<file path="config.mk">
export PLATFORM = sky130hd
export DESIGN_NAME = seg7_scan_display
export DESIGN_NICKNAME = d
export VERILOG_FILES = /design/src/rtl/seg7_pkg.sv /design/src/rtl/seg7_hex_font.sv /design/src/rtl/seg7_scan_display.sv
export SDC_FILE = /design/constraint.sdc
export NUM_CORES = 1
export LEC_CHECK = 0
export ABC_AREA = 0
export ABC_CLOCK_PERIOD_IN_PS = 3500
export CAP_MARGIN = 40
export CORE_MARGIN = 10
export CORE_UTILIZATION = 35
export DETAILED_ROUTE_END_ITERATION = 8
export PLACE_DENSITY_LB_ADDON = 0.2
export SKIP_CTS_REPAIR_TIMING = 1
export SLEW_MARGIN = 10
export SYNTH_ARGS = -nofsm -noshare
export SYNTH_HDL_FRONTEND = slang
export SYNTH_SLANG_ARGS = --single-unit
</file>
<file path="constraint.sdc">
create_clock -name clk100M -period 3.5 [get_ports clk100M]
set_clock_uncertainty 0.2 [all_clocks]
set_input_delay 0.7 -clock clk100M [delete_from_list [all_inputs] [get_ports clk100M]]
set_output_delay 0.7 -clock clk100M [all_outputs]
set_load 0.02 [all_outputs]
</file>
<file path="src/rtl/seg7_pkg.sv">
// Shared constants for the 7-segment scanner: font table,
// dark pattern and parameter legality check.
package seg7_pkg;

  localparam logic [7:0] SEG_OFF = 8'hFF;

  // Active-low {a,b,c,d,e,f,g}, indexed by nibble.
  localparam logic [6:0] FONT [16] = '{
    7'b0000001, 7'b1001111, 7'b0010010, 7'b0000110,
    7'b1001100, 7'b0100100, 7'b0100000, 7'b0001111,
    7'b0000000, 7'b0000100, 7'b0001000, 7'b1100000,
    7'b0110001, 7'b1000010, 7'b0110000, 7'b0111000
  };

  function automatic bit params_ok(
    input int n,
    input int sdb,
    input int blank,
    input int pwm,
    input int bdb
  );
    if (n < 1 || n > 8) return 1'b0;
    if (sdb < 1 || sdb > 30) return 1'b0;
    if (blank < 0 || blank >= (1 << sdb)) return 1'b0;
    if (pwm < 1 || pwm > sdb) return 1'b0;
    if (bdb < 1) return 1'b0;
    return 1'b1;
  endfunction

endpackage

</file>
<file path="src/rtl/seg7_hex_font.sv">
// Nibble to active-low 7-segment pattern.
// Ports: nibble in (4), pattern out {a..g} (7).
module seg7_hex_font
  import seg7_pkg::*;
(
  input  logic [3:0] nibble,
  output logic [6:0] pattern
);

  assign pattern = FONT[nibble];

endmodule

</file>
<file path="src/rtl/seg7_scan_display.sv">
// Time-multiplexed common-anode 7-seg driver: blink, blank, dp,
// leading-zero suppression, PWM brightness, ghost-blank gap.
// Ports: clk100M, rst (async high), value/dp_in/blank_in/blink_in,
// lz_suppress, brightness in; EN (anodes), SEGs {a..g,dp} out, active-low.
module seg7_scan_display
  import seg7_pkg::*;
#(
  parameter int NUM_DIGITS     = 4,
  parameter int SCAN_DIV_BITS  = 18,
  parameter int BLANK_CYCLES   = 64,
  parameter int PWM_BITS       = 4,
  parameter int BLINK_DIV_BITS = 26
) (
  input  logic                    clk100M,
  input  logic                    rst,
  input  logic [4*NUM_DIGITS-1:0] value,
  input  logic [NUM_DIGITS-1:0]   dp_in,
  input  logic [NUM_DIGITS-1:0]   blank_in,
  input  logic [NUM_DIGITS-1:0]   blink_in,
  input  logic                    lz_suppress,
  input  logic [PWM_BITS-1:0]     brightness,
  output logic [NUM_DIGITS-1:0]   EN,
  output logic [7:0]              SEGs
);

  localparam int IDX_W = (NUM_DIGITS > 1) ? $clog2(NUM_DIGITS) : 1;
  localparam int VW = 4 * NUM_DIGITS;
  localparam logic [IDX_W-1:0] LAST_IDX = IDX_W'(NUM_DIGITS - 1);
  localparam logic [SCAN_DIV_BITS-1:0] BLANK_C =
    SCAN_DIV_BITS'(BLANK_CYCLES);

  if (!params_ok(NUM_DIGITS, SCAN_DIV_BITS, BLANK_CYCLES,
                 PWM_BITS, BLINK_DIV_BITS)) begin : g_bad_params
    $error("seg7_scan_display: illegal parameter set");
  end

  logic [SCAN_DIV_BITS-1:0]  slot_cnt_q, slot_cnt_d;
  logic [IDX_W-1:0]          idx_q, idx_d;
  logic [BLINK_DIV_BITS-1:0] blink_cnt_q, blink_cnt_d;
  logic                      blink_phase_q, blink_phase_d;

  logic [VW-1:0]         val_q, val_d;
  logic [NUM_DIGITS-1:0] dp_q, dp_d;
  logic [NUM_DIGITS-1:0] blank_q, blank_d;
  logic [NUM_DIGITS-1:0] blnk_q, blnk_d;
  logic                  lz_q, lz_d;

  logic [NUM_DIGITS-1:0] en_q, en_d;
  logic [7:0]            segs_q, segs_d;

  logic                  take;
  logic [NUM_DIGITS-1:0] supp;
  logic                  all_zero;
  logic [IDX_W-1:0]      dig;
  logic [3:0]            nib;
  logic [6:0]            font_pat;
  logic                  pwm_on;
  logic                  lit;

  always_comb begin : next_state
    take = (slot_cnt_q == '0) && (idx_q == '0);
    slot_cnt_d = slot_cnt_q + SCAN_DIV_BITS'(1);
    idx_d = idx_q;
    if (&slot_cnt_q) begin
      idx_d = (idx_q == LAST_IDX) ? '0 : idx_q + IDX_W'(1);
    end
    blink_cnt_d = blink_cnt_q + BLINK_DIV_BITS'(1);
    blink_phase_d = blink_phase_q ^ (&blink_cnt_q);
    // The *_d snapshot is what this cycle displays, so the
    // frame's first slot already sees the freshly sampled inputs.
    val_d   = val_q;
    dp_d    = dp_q;
    blank_d = blank_q;
    blnk_d  = blnk_q;
    lz_d    = lz_q;
    if (take) begin
      val_d   = value;
      dp_d    = dp_in;
      blank_d = blank_in;
      blnk_d  = blink_in;
      lz_d    = lz_suppress;
    end
  end

  // Walk down from the top digit; digit 0 is never suppressed.
  always_comb begin : lz_mask
    supp = '0;
    all_zero = 1'b1;
    for (int i = NUM_DIGITS - 1; i > 0; i--) begin
      all_zero = all_zero & (val_d[4*i +: 4] == 4'h0);
      supp[i] = lz_d & all_zero;
    end
  end

  // Slot k shows digit N-1-k: most significant first.
  assign dig = LAST_IDX - idx_q;
  assign nib = 4'(val_d >> {dig, 2'b00});

  seg7_hex_font u_font (
    .nibble  (nib),
    .pattern (font_pat)
  );

  always_comb begin : out_next
    en_d   = '1;
    segs_d = SEG_OFF;
    pwm_on = (&brightness) ||
             (slot_cnt_q[PWM_BITS-1:0] < brightness);
    lit = (slot_cnt_q >= BLANK_C) && pwm_on &&
          !blank_d[dig] &&
          !(blnk_d[dig] && blink_phase_q) &&
          !supp[dig];
    if (lit) begin
      en_d[dig] = 1'b0;
      segs_d = {font_pat, ~dp_d[dig]};
    end
  end

  always_ff @(posedge clk100M or posedge rst) begin
    if (rst) begin
      slot_cnt_q    <= '0;
      idx_q         <= '0;
      blink_cnt_q   <= '0;
      blink_phase_q <= 1'b0;
      val_q         <= '0;
      dp_q          <= '0;
      blank_q       <= '0;
      blnk_q        <= '0;
      lz_q          <= 1'b0;
      en_q          <= '1;
      segs_q        <= SEG_OFF;
    end else begin
      slot_cnt_q    <= slot_cnt_d;
      idx_q         <= idx_d;
      blink_cnt_q   <= blink_cnt_d;
      blink_phase_q <= blink_phase_d;
      val_q         <= val_d;
      dp_q          <= dp_d;
      blank_q       <= blank_d;
      blnk_q        <= blnk_d;
      lz_q          <= lz_d;
      en_q          <= en_d;
      segs_q        <= segs_d;
    end
  end

  assign EN   = en_q;
  assign SEGs = segs_q;

endmodule

</file>
# Yosys cells after proc, flatten, opt, wreduce, memory -nomap -nowiden
# Memory sizes are Yosys's and may differ from the RTL's.
# Index checks and enable logic that the tools add are counted.
# Widths: inputs -> output; s select.
classes:
  n_addsub: 4
  reduce_logical: 19
  bitwise_logic: 9
  muxes: 20
  n_lt_le_gt_ge: 5
  n_shift: 1
  eq_ne: 1
op_table:
  columns: ["cell", "n"]
  rows:
  - ["$add 26x1->26 const B", 1]
  - ["$reduce_and 26->1", 1]
  - ["$add 18x1->18 const B", 1]
  - ["$ge 18x7->1 const B", 1]
  - ["$logic_not 18->1", 1]
  - ["$reduce_and 18->1", 1]
  - ["$mux 16", 1]
  - ["$mux 4", 4]
  - ["$shr 16x4->4", 1]
  - ["$mux 7", 2]
  - ["$logic_not 4->1", 3]
  - ["$bmux 1 s2", 4]
  - ["$mux 8", 1]
  - ["$logic_and 1x1->1", 7]
  - ["$mux 1", 6]
  - ["$and 1x1->1", 5]
  - ["$ge 5x5->1 const B", 1]
  - ["$not 4->5", 1]
  - ["$lt 4x4->1", 1]
  - ["$not 4->4", 1]
  - ["$reduce_and 4->1", 1]
  - ["$logic_not 1->1", 3]
  - ["$lt 2x3->1 const B", 1]
  - ["$add 2x1->2 const B", 1]
  - ["9 further kinds", 9]
word_totals:
  out_inout_bits: 12
  input_bits: 35
  rom_bits: 112
  wordCells: 71
  reg_bits: 88
  n_memories: 1
memory_table:
  columns: ["name", "words", "width", "rd", "rd_ports_with_merged_regs", "wr", "line_no", "source"]
  rows:
  - ["(no name shown)", 16, 7, 1, 0, 0, "seg7_hex_font.sv:10", "assign pattern = FONT[nibble];"]

# Depth between registers and ports, before layout
# Gate-level depths: netlist of the first run.
logic_depth:
  word_depth: 12
  mapped_depth: 14
  mapped_depth_nobuf: 11

# By module
# A second synthesis of the first run with hierarchy kept.
unflattened:
  cells_unflattened: 353
  area_unflattened_um2: 4325.4
by_module_without_submodules:
  columns: ["module", "seq_area_each_um2", "instances", "area_each_um2", "cells_each"]
  rows:
  - ["seg7_scan_display", 2217.1, 1, 4050.1, 321]
  - ["seg7_hex_font", 0.0, 1, 275.3, 32]

# Least setup slack after synthesis of the first run
# Ideal clock, no wire load.
synth_timing:
  path_kind: "register to register"
  startpoint: "reg idx_q[0]"
  endpoint: "reg segs_q[7] (netlist: SEGs[7])"
  path_buffers: 2
  t_arrival_ps: 3070
  period_less_slack_ps: 3352
  path_stages_with_launch: 12
  slack_ps: 148
  setup_ps: 82
  required_ps: 3218
  cell_sequence: "dfrtp_1 clkbuf_1 inv_1 buf_4 ha_1 nand3_2 nor2_4 mux2_2 mux4_2 ha_1 or3_1 a211o_1"
synth_between:
  elab_chain_len: 12
  word_cells_on_any_way: 34
  classes_between: "add/sub (1); shift (1); mux (13); bitwise (6); reduce/logical (12); memory (1)"
synth_rtl:
  columns: ["item", "line_no", "source"]
  rows:
  - ["from (decl)", "seg7_scan_display.sv:38", "logic [IDX_W-1:0] idx_q, idx_d;"]
  - ["from (signal assigned)", "seg7_scan_display.sv:134", "idx_q <= idx_d;"]
  - ["$logic_not 2->1 (*)", "seg7_scan_display.sv:61", "take = (slot_cnt_q == '0) && (idx_q == '0);"]
  - ["$logic_and 1x1->1 (*)", "seg7_scan_display.sv:61", null]
  - ["$mux 16 (*)", "seg7_scan_display.sv:76", "if (take) begin"]
  - ["named net val_d[12]", "seg7_scan_display.sv:42", "logic [VW-1:0] val_q, val_d;"]
  - ["parallel branches: the longest is 8 deep, another holds $mem_v2 16x7", null, null]
  - ["$mux 8 (*)", "seg7_scan_display.sv:113", "if (lit) begin"]
  - ["named net segs_d[7]", "seg7_scan_display.sv:49", "logic [7:0] segs_q, segs_d;"]
  - ["to (signal assigned)", "seg7_scan_display.sv:143", "segs_q <= segs_d;"]
  - ["to (decl)", "seg7_scan_display.sv:49", null]
# Mark *: on every way through the listed nets, which the timed path passes. The select of a mux whose other input is x is not followed.
# A chain may end at the register's enable or synchronous reset.

# Worst setup path after layout of the first run
layout_timing:
  startpoint: "reg slot_cnt_q[14]"
  endpoint: "reg segs_q[7] (netlist: SEGs[7])"
layout_between:
  elab_chain_len: 12
  word_cells_on_any_way: 35
  classes_between: "order compare (1); shift (1); mux (13); bitwise (6); reduce/logical (13); memory (1)"
layout_rtl:
  columns: ["item", "line_no", "source"]
  rows:
  - ["from (decl)", "seg7_scan_display.sv:37", "logic [SCAN_DIV_BITS-1:0] slot_cnt_q, slot_cnt_d;"]
  - ["from (signal assigned)", "seg7_scan_display.sv:133", "slot_cnt_q <= slot_cnt_d;"]
  - ["$logic_not 18->1 (*)", "seg7_scan_display.sv:61", null]
  - ["$logic_and 1x1->1 (*)", "seg7_scan_display.sv:61", null]
  - ["$mux 16 (*)", "seg7_scan_display.sv:76", null]
  - ["named net val_d[12]", "seg7_scan_display.sv:42", null]
  - ["parallel branches: the longest is 8 deep, another holds $mem_v2 16x7", null, null]
  - ["$mux 8 (*)", "seg7_scan_display.sv:113", null]
  - ["named net segs_d[7]", "seg7_scan_display.sv:49", null]
# Marks and branches as above.

==> results by group, run 1 <==
Clock tree
  • TritonCTS buffer count: 9
  • Clock root buffer: clkbuf_16
  • Clk Latency, worst-skew pair: approximately 0.35 ns
  • Htree depth: 3
  • Clock buffer depth: 2
  • Clock Sinks: roughly 90
  • CTS tree: done
  • Worst-path clk slew: 0.06 ns

Pwr
  • Switching power: approximately 0.48 mW
  • Clock share of power: 0.460
  • Leakage: 2.35 nW
  • Switching part of the total power: 0.221
  • Pint: between 1.5 and 2 mW
  • Peak VDD IR: between 300 and 400 uV
  • PD cells: between 300 and 400 mW/mm^2
  • Reg power frac: 0.476
  • Comb power frac: 0.064

Min path
  • Hold Path Depth: 1
  • Worst hold-check path type: reg -> reg
  • Hold Startpoint: blink_cnt_q[0]$_DFF_PP0_
  • Hold path endpoint: blink_cnt_q[0]$_DFF_PP0_

Yosys
  • #FFs+latches synth: 88
  • Post-synth ARST share: 1.00
  • Post-Syn Area: ~0.0044 mm^2
  • Seq/Total Area, Yosys: 0.499
  • Gate Count Post-Synth: between 300 and 400
  • Top cells by area, synth: dfrtp_1 (43%), dfstp_2 (7.1%), mux2_2 (7.1%)
  • Synth area leader: dfrtp_1
  • Post-synth EDFFs: 0
  • YS warnings: 0
  • Synth top area share: 0.428
  • Syn nets: about 420
  • Ys flop type: dfrtp_1
  • Library cells used by synthesis: 45
  • Syn Area/Cell: about 12 um^2

Timing
  • Final Slew Violations: 0
  • Rel. slew slack: 0.502
  • Setup TNS: 0 ns
  • Fmax: 298 MHz
  • Final setup viols: 0
  • Fin crit share: 0.959
  • Unrepaired setup endpoints after global routing: false
  • Slew @ Worst Pin: between 0.7 and 0.8 ns
  • Worst Slack Setup Final: approximately 0.14 ns
  • Final Hold Viols: 0
  • Tmin final: between 3 and 4 ns

Routing
  • Drt wl/cell: around 15 um
  • Vias: about 2900
  • Drt first-iter violations: 137
  • DRT Pass-1 Iters: 4
  • Post-route antenna net violation count: 0
  • Vias per cell: around 4.8
  • Detailed Route WL: between 9 and 10 mm
  • # DRC: 0

Finish
  • Fill cells: about 1200
  • Nets@finish: between 400 and 500
  • Area delta synth->final: 24.7%
  • Ant diodes: 0
  • Sequential Area: 0.00222 mm^2
  • Multi-input logic area: between 0.002 and 0.0025 mm^2
  • Share of cells above drive strength 1: 0.240

Flow run
  • Max-Cap Viols: 0

Setup path
  • CP Data Arrival Time: 3.43 ns
  • Startpoint types: flop
  • Data required time of the worst path: roughly 3.6 ns
  • Worst R2R Setup Slack: 0.14 ns
  • Crit. End Element: flop
  • CP Class: reg -> reg
  • Worst Reg-to-Reg Cells: 8
  • Reg2reg start: slot_cnt_q[14]$_DFF_PP0_
  • CP Max Fanout: 6
  • RR Endpoint: SEGs[7]$_DFF_PP1_

GRT
  • Initial antenna violation count: 0
  • Pin count of the biggest net entering global routing: 44
  • Vias in the first global route: 3141
  • First-pass GRT wire length: approximately 16 mm
  • Overflow after GRT: 0
  • Total GRT Usage: 0.113

Floorplanning
  • Standard-cell rows: between 40 and 50
  • Core footprint: ~0.013 mm^2
  • Initial Util: 0.355
  • I/O pin total: 47
  • Die Wd: between 100 and 150 um
  • Die area: 0.0176 mm^2
  • Height of the die: about 130 um

Place
  • Pre-CTS WS: 0.132 ns
  • PortBufs: 46
  • Post-detail-place hpwl: roughly 7 mm
  • RePlAce Congestion: 0.762

Run status
  • Outcome: completed
==> cell usage in the layout (no fill, tap or decap), types with 14 or more instances in the layout <==
master / count
xnor2_1: 28
nand3_1: 17
mux2_2: 28
ha_1: 16
dfrtp_1: 76
clkdlybuf4s50_1: 46
xor2_1: 14
buf_4: 17
inv_1: 19
nand2_1: 21
nor2_1: 21
==> how the worst max path moves through the flow <==
stage / start / to / cells after the start
floorplan: idx_q[0]$_DFFE_PP0P_ / SEGs[7]$_DFF_PP1_ / 11
global placement: slot_cnt_q[14]$_DFF_PP0_ / SEGs[7]$_DFF_PP1_ / 8
detailed placement: slot_cnt_q[14]$_DFF_PP0_ / SEGs[7]$_DFF_PP1_ / 8
CTS: slot_cnt_q[14]$_DFF_PP0_ / SEGs[7]$_DFF_PP1_ / 8
global route: slot_cnt_q[14]$_DFF_PP0_ / SEGs[7]$_DFF_PP1_ / 8
finish: slot_cnt_q[14]$_DFF_PP0_ / SEGs[7]$_DFF_PP1_ / 8
==> worst max-delay path: stages, from the launching register on <==
cell	delay [ns]
dfrtp_1	0.45
nor4_2	0.35
nand3_2	0.20
nor2_4	0.24
mux2_2	0.37
mux4_2	0.55
ha_1	0.28
or3_1	0.38
a211o_1	0.26
==> metrics by stage <==
step | power [mW] | std cells | utilization | instance area (um^2) | hold slack [ns]
after detailed placement | 1.20 | 594 | 0.416 | 5210 | 0.266
after floorplan | 1.13 | 368 | - | 4450 | 0.241
final | 2.19 | 610 | 0.443 | 5540 | 0.276
after CTS | 2.22 | 610 | 0.441 | 5520 | 0.277
after global routing | 2.28 | 610 | 0.443 | 5540 | 0.286
after global placement | 1.20 | 594 | 0.416 | 5210 | 0.254
==> state kept, by name, indices dropped and copies added (netlist names) <==
register       cells
blnk_q             4
dp_q               4
SEGs               8
blink_cnt_q       26
blank_q            4
val_q             16
slot_cnt_q        18
idx_q              2
lz_q               1
blink_phase_q      1
EN                 4
==> kinds of logic (layout without fill, tap and decap cells) <==
logic type | after synthesis | in the layout | synth area share
AO/OA/AOI/OAI | 27 | 27 | 0.0462
flip-flops | 88 | 88 | 0.499
XOR/XNOR | 42 | 42 | 0.0827
multiplexers | 48 | 48 | 0.154
buffers and inverters | 32 | 102 | 0.0326
adder cells (fa/ha/maj) | 16 | 16 | 0.0450
AND/OR/NAND/NOR | 115 | 115 | 0.141
==> cell usage after synthesis (3+ instances only) <==
library cell and number:
nor4_2 4, a21o_1 4, or2_2 8, and3_1 8
nor2_1 21, dfrtp_1 76, o21ai_0 5, buf_2 5
xnor2_1 28, mux2i_1 5, nor3_1 5, nand3_1 17
inv_1 21, mux2_2 28, nand2b_1 4, nor4_1 7
a311o_1 4, ha_1 16, dfstp_2 12, xor2_1 14
nand2_1 21, mux4_2 10, a221o_1 3, nand4_1 13
==> power groups by stage <==
stage                     logic (mW)  registers (mW)  clock network (mW)
after global placement         0.141            1.06                   0
after detailed placement       0.142            1.06                   0
after global routing           0.155            1.04                1.08
after CTS                      0.143            1.04                1.04
after floorplan               0.0720            1.06                   0
final                          0.141            1.04                1.01
==> layout make-up <==
type / instances / share of cell area
clock buffers: 11 / 0.0456
well taps: 172 / 0.0388
multi-input cells: 248 / 0.379
clock inverters: 5 / 0.0115
flip-flops and latches: 88 / 0.400
inverters: 22 / 0.0151
repair buffers: 64 / 0.110
==> per-layer routing <==
| layer | share of wire | wire length, um | GRT usage |
|---|---|---|---|
| met5 | 0 | 0 | 0 |
| met1 | 0.46 | 4360 | 0.140 |
| met2 | 0.48 | 4540 | 0.182 |
| met3 | 0.041 | 390 | 0.0363 |
| met4 | 0.013 | 121 | 0.0367 |
(Power assumes the default switching activity.)
==> run 2, diff against run 1 <==
--- a/config.mk
+++ b/config.mk
@@ -11,6 +11,7 @@
 export CORE_MARGIN = 10
 export CORE_UTILIZATION = 35
 export DETAILED_ROUTE_END_ITERATION = 8
+export MAX_ROUTING_LAYER = met4
 export PLACE_DENSITY_LB_ADDON = 0.2
 export SKIP_CTS_REPAIR_TIMING = 1
 export SLEW_MARGIN = 10
==> run 2 against run 1 <==
Net effect: register-to-register slack hardly changed; final cell count stayed put; clock power hardly changed; global-route usage is 0.30 points higher; critical path type unchanged.
==> results by group, run 2 (synthesis results as in run 1) <==
Routing
  • # DRC: 0
  • Drt wl/cell: between 15 and 20 um
  • Detailed Route WL: around 9.4 mm
  • Post-route antenna net violation count: 0
  • Vias: 2908
  • Vias per cell: around 4.8
  • DRT Pass-1 Iters: 4
  • Drt first-iter violations: 177

Clock tree
  • Clk Latency, worst-skew pair: 0.35 ns
  • Clock buffer depth: 2
  • Clock root buffer: clkbuf_16
  • TritonCTS buffer count: 9
  • Htree depth: 3
  • Clock Sinks: between 80 and 90
  • CTS tree: done
  • Worst-path clk slew: around 0.070 ns

Timing
  • Tmin final: between 3 and 4 ns
  • Fin crit share: 0.962
  • Final Slew Violations: 0
  • Fmax: slightly below 300 MHz
  • Final setup viols: 0
  • Slew @ Worst Pin: between 0.7 and 0.8 ns
  • Setup TNS: 0 ns
  • Final Hold Viols: 0
  • Unrepaired setup endpoints after global routing: false
  • Rel. slew slack: 0.506

Finish
  • Share of cells above drive strength 1: 0.240
  • Top reg by flops: blink_cnt_q
  • Fill cells: about 1200
  • Top flop regs: blink_cnt_q x26, slot_cnt_q x18, val_q x16
  • Nets@finish: 484
  • Largest register FFs: 26
  • Area delta synth->final: 24.7%
  • Multi-input logic area: about 0.0021 mm^2
  • Commonest non-fill, non-tap cell in the layout: dfrtp_1
  • Most frequent cells in the layout: dfrtp_1 (76), clkdlybuf4s50_1 (46), xnor2_1 (28), mux2_2 (28)
  • Sequential Area: ~0.0022 mm^2
  • Ant diodes: 0

Pwr
  • Pint: 1.71 mW
  • Leakage: roughly 2.4 nW
  • Switching power: 0.486 mW
  • Tot Pwr: approximately 2.2 mW
  • Switching part of the total power: 0.222
  • Peak VDD IR: just over 300 uV
  • Reg power frac: 0.476
  • Clock share of power: 0.460
  • PD cells: between 300 and 400 mW/mm^2
  • Comb power frac: 0.064

GRT
  • Initial antenna violation count: 0
  • Overflow after GRT: 0
  • First-pass GRT wire length: between 15 and 20 mm
  • Vias in the first global route: ~3100
  • Pin count of the biggest net entering global routing: 44
  • Total GRT Usage: 0.116

Place
  • PortBufs: 46
  • RePlAce Congestion: 0.772
  • Post-detail-place hpwl: between 7 and 8 mm

Floorplanning
  • Initial Util: 0.355
  • Height of the die: between 100 and 150 um
  • Core footprint: between 0.01 and 0.015 mm^2
  • Die area: roughly 0.018 mm^2
  • Standard-cell rows: between 40 and 50
  • Die Wd: approximately 130 um
  • I/O pin total: 47

Setup path
  • Data required time of the worst path: 3.57 ns
  • Crit-path cells: nor4_2, nand3_2, nor2_4, mux2_2, mux4_2, ha_1, or3_1, a211o_1
  • Startpoint types: flop
  • Worst path slowest cell: mux4_2
  • CP Class: reg -> reg
  • CP Data Arrival Time: about 3.4 ns
  • Crit. End Element: flop
  • CP Max Fanout: 6
  • Max incr delay on CP: between 0.5 and 0.6 ns

Flow run
  • Max-Cap Viols: 0

Min path
  • Worst hold-check path type: reg -> reg

Run status
  • Outcome: completed
run 2: cell counts in the layout (fill, tap and decap cells not counted):
Identical to the previous run, type by type.
run 2: path summary, 6_finish.rpt:
check	from	endpoint	slack, ns	cells after the start
max	slot_cnt_q[14]$_DFF_PP0_	SEGs[7]$_DFF_PP1_	0.13	8
min	blink_cnt_q[0]$_DFF_PP0_	blink_cnt_q[0]$_DFF_PP0_	0.28	1
max reg2reg	slot_cnt_q[14]$_DFF_PP0_	SEGs[7]$_DFF_PP1_	0.13	8
min reg2reg	blink_cnt_q[0]$_DFF_PP0_	blink_cnt_q[0]$_DFF_PP0_	0.28	1
max in group asynchronous	rst	SEGs[3]$_DFF_PP1_	1.75	3
min in group asynchronous	rst	slot_cnt_q[11]$_DFF_PP0_	0.58	2
run 2: critical path, delay by kind of cell (launching register included):
kind | cells | cell delay [ns]
AOI/OAI and AO/OA | 1 | 0.26
adders and majority gates | 1 | 0.28
DFF | 1 | 0.45
muxes | 2 | 0.92
and+or+nand+nor | 4 | 1.17
run 2: metrics by stage:
step | utilization | cells | hold slack [ns] | worst slack (ns) | area, um^2
finish | 0.443 | 610 | 0.278 | 0.134 | 5540
global route | 0.443 | 610 | 0.286 | 0.0223 | 5540
CTS | 0.441 | 610 | 0.277 | 0.114 | 5520
detailed placement | 0.416 | 594 | 0.266 | 0.132 | 5210
global placement | 0.416 | 594 | 0.254 | 0.202 | 5210
floorplan | - | 368 | 0.241 | 0.148 | 4450
run 2: metal layers:
metal / global-route usage / vias to the layer above / part of all wire
met5: - / - / 0
met4: 0.0440 / 0 / 0.012
met3: 0.0307 / 8 / 0.032
met2: 0.182 / 37 / 0.48
met1: 0.140 / 1426 / 0.47
li1: - / 1437 / -
run 2: final cells by class:
cell class,count,share of cell area
repair buffers,64,0.110
well taps,172,0.0388
inverters,22,0.0151
clock buffers,11,0.0456
clock inverters,5,0.0115
multi-input cells,248,0.379
flip-flops and latches,88,0.400
run 2: power by group through the flow:
stage	clock network [mW]	logic, mW	registers [mW]
detailed placement	0	0.142	1.06
global route	1.08	0.155	1.04
CTS	1.04	0.143	1.04
finish	1.01	0.140	1.04
global placement	0	0.141	1.06
floorplan	0	0.0720	1.06
==> run 3, diff against run 2 <==
--- a/config.mk
+++ b/config.mk
@@ -11,6 +11,7 @@
 export CORE_MARGIN = 10
 export CORE_UTILIZATION = 35
 export DETAILED_ROUTE_END_ITERATION = 8
+export GPL_TIMING_DRIVEN = 0
 export MAX_ROUTING_LAYER = met4
 export PLACE_DENSITY_LB_ADDON = 0.2
 export SKIP_CTS_REPAIR_TIMING = 1
==> run 3 against run 2 <==
Net effect: sequential share of layout area shrank 0.77 points; setup slack lost 0.026 ns; clock-buffer cell count shrank 2; combinational power grew 5%; routed wire length grew 3.0%; worst hold slack lost 0.0069 ns; power grew 4.0%; non-clock buffer count grew 3; critical path depth is the same; via count grew 2.8%; utilization grew 0.90 points; critical path type unchanged.
==> results by group, run 3 (synthesis results as in run 1) <==
Finish
  • Largest register FFs: 26
  • Top reg by flops: blink_cnt_q
  • Post-layout util: 0.452
  • Ant diodes: 0
  • Share of cells above drive strength 1: 0.259
  • Most frequent cells in the layout: dfrtp_1 (75), clkdlybuf4s50_1 (46), xnor2_1 (28), mux2_2 (28)
  • Commonest non-fill, non-tap cell in the layout: dfrtp_1
  • Layout Cells excl Fill: 612
  • Finished Cell Area: 0.00565 mm^2
  • Nets@finish: 487
  • Top flop regs: blink_cnt_q x26, slot_cnt_q x18, val_q x16
  • Area delta synth->final: 27.2%

Setup path
  • Worst path slowest cell: mux4_2
  • CP Class: reg -> reg
  • Crit-path cells: nor4_4, nand3_4, nor2_4, mux2_2, mux4_2, ha_4, or3_1, a211o_1
  • Startpoint types: flop
  • Crit. End Element: flop
  • Worst R2R Setup Slack: about 0.11 ns
  • Data required time of the worst path: 3.56 ns
  • Reg2reg start: slot_cnt_q[5]$_DFF_PP0_
  • Worst Reg-to-Reg Cells: 8
  • CP Data Arrival Time: 3.45 ns
  • RR Endpoint: SEGs[7]$_DFF_PP1_
  • CP Max Fanout: 7
  • Max incr delay on CP: 0.58 ns

GRT
  • Pin count of the biggest net entering global routing: 48
  • Vias in the first global route: 3183
  • First-pass GRT wire length: 16.3 mm
  • Overflow after GRT: 0
  • Initial antenna violation count: 0
  • Total GRT Usage: 0.117

Pwr
  • Leakage: 2.38 nW
  • Reg power frac: 0.457
  • Pint: about 1.8 mW
  • Switching power: about 0.48 mW
  • PD cells: 404 mW/mm^2
  • Peak VDD IR: 323 uV
  • Clock share of power: 0.478
  • Comb power frac: 0.065
  • Switching part of the total power: 0.208

Clock tree
  • Clock Sinks: 88
  • Clock buffer depth: 2
  • Htree depth: 3
  • TritonCTS buffer count: 9
  • CTS tree: done
  • Clk Latency, worst-skew pair: 0.34 ns
  • Worst-path clk slew: 0.06 ns
  • Clock root buffer: clkbuf_16

Floorplanning
  • Die Wd: between 100 and 150 um
  • Die area: 0.0176 mm^2
  • Core footprint: approximately 0.013 mm^2
  • I/O pin total: 47
  • Initial Util: 0.355
  • Standard-cell rows: between 40 and 50
  • Height of the die: approximately 130 um

Timing
  • Slew @ Worst Pin: 0.552 ns
  • Final Hold Viols: 0
  • Rel. slew slack: 0.632
  • Final Slew Violations: 0
  • Worst hold slack: around 0.27 ns
  • Fmax: 295 MHz
  • Final setup viols: 0
  • Fin crit share: 0.969
  • Tmin final: ~3.4 ns

Routing
  • Vias per cell: 4.88
  • Vias: approximately 3000
  • Met3 routed WL: 359 um
  • Met2 wire length: about 4.8 mm
  • DRT Pass-1 Iters: 4
  • Drt first-iter violations: between 100 and 150
  • Drt wl/cell: 15.8 um
  • M1 wire length: ~4.4 mm
  • Detailed Route WL: roughly 9.7 mm
  • DR top layer: met4
  • Post-route antenna net violation count: 0
  • # DRC: 0

Run status
  • Outcome: completed

Place
  • Placed Instances: 587
  • Post-DP Area: 0.00515 mm^2
  • Post-detail-place hpwl: around 7.0 mm
  • RePlAce Congestion: ~0.8
  • PortBufs: 46

Min path
  • Hold Path Depth: 1
  • Worst hold-check path type: reg -> reg
  • Hold Startpoint: blink_cnt_q[10]$_DFF_PP0_
  • Hold path endpoint: blink_cnt_q[10]$_DFF_PP0_

Flow run
  • Max-Cap Viols: 0
[run 3: stage by stage]
step / power [mW] / worst slack (ns) / TNS, ns
final: 2.28 / 0.108 / 0
after global routing: 2.37 / -0.0129 / -0.0201
after CTS: 2.31 / -0.679 / -4.06
after detailed placement: 1.20 / -0.650 / -3.95
after global placement: 1.20 / -1.17 / -95.65
after floorplan: 1.13 / 0.148 / 0
[run 3: per-layer routing]
| metal | global-route usage | vias up |
|---|---|---|
| met4 | 0.0348 | 0 |
| li1 | - | 1446 |
| met2 | 0.189 | 40 |
| met1 | 0.141 | 1491 |
| met5 | - | - |
| met3 | 0.0303 | 11 |
[run 3: critical path: cells and delay by family (launching register included)]
kind / cells / cell delay, ns
and+or+nand+nor: 4 / 1.17
DFF: 1 / 0.47
adders and majority gates: 1 / 0.22
muxes: 2 / 0.96
AOI/OAI and AO/OA: 1 / 0.28
[run 3: layout make-up]
| cell class | instances | area, um^2 |
|---|---|---|
| Buffer | 9 | 72.6 |
| Clock buffer | 9 | 225 |
| Clock inverter | 6 | 109 |
| Fill cell | 1188 | 6860 |
| Inverter | 22 | 88.8 |
| Multi-Input combinational cell | 248 | 2150 |
| Sequential cell | 88 | 2220 |
| Tap cell | 172 | 215 |
| Timing Repair Buffer | 58 | 571 |
[run 3: worst max-delay path by stage]
stage	from	to	cells after the start
2_1_floorplan	idx_q[0]$_DFFE_PP0P_	SEGs[7]$_DFF_PP1_	11
3_3_place_gp	rst	val_q[14]$_DFF_PP0_	2
3_5_place_dp	idx_q[1]$_DFFE_PP0P_	SEGs[7]$_DFF_PP1_	12
4_1_cts	idx_q[1]$_DFFE_PP0P_	SEGs[7]$_DFF_PP1_	12
5_1_grt	idx_q[1]$_DFFE_PP0P_	SEGs[7]$_DFF_PP1_	12
6_report	slot_cnt_q[5]$_DFF_PP0_	SEGs[7]$_DFF_PP1_	8
[run 3: power groups by stage]
| stage | clock [mW] | sequential [mW] | combinational, mW |
|---|---|---|---|
| after floorplan | 0 | 1.06 | 0.0720 |
| after global placement | 0 | 1.06 | 0.135 |
| after detailed placement | 0 | 1.06 | 0.141 |
| after CTS | 1.12 | 1.04 | 0.142 |
| after global routing | 1.16 | 1.05 | 0.163 |
| final | 1.09 | 1.04 | 0.147 |
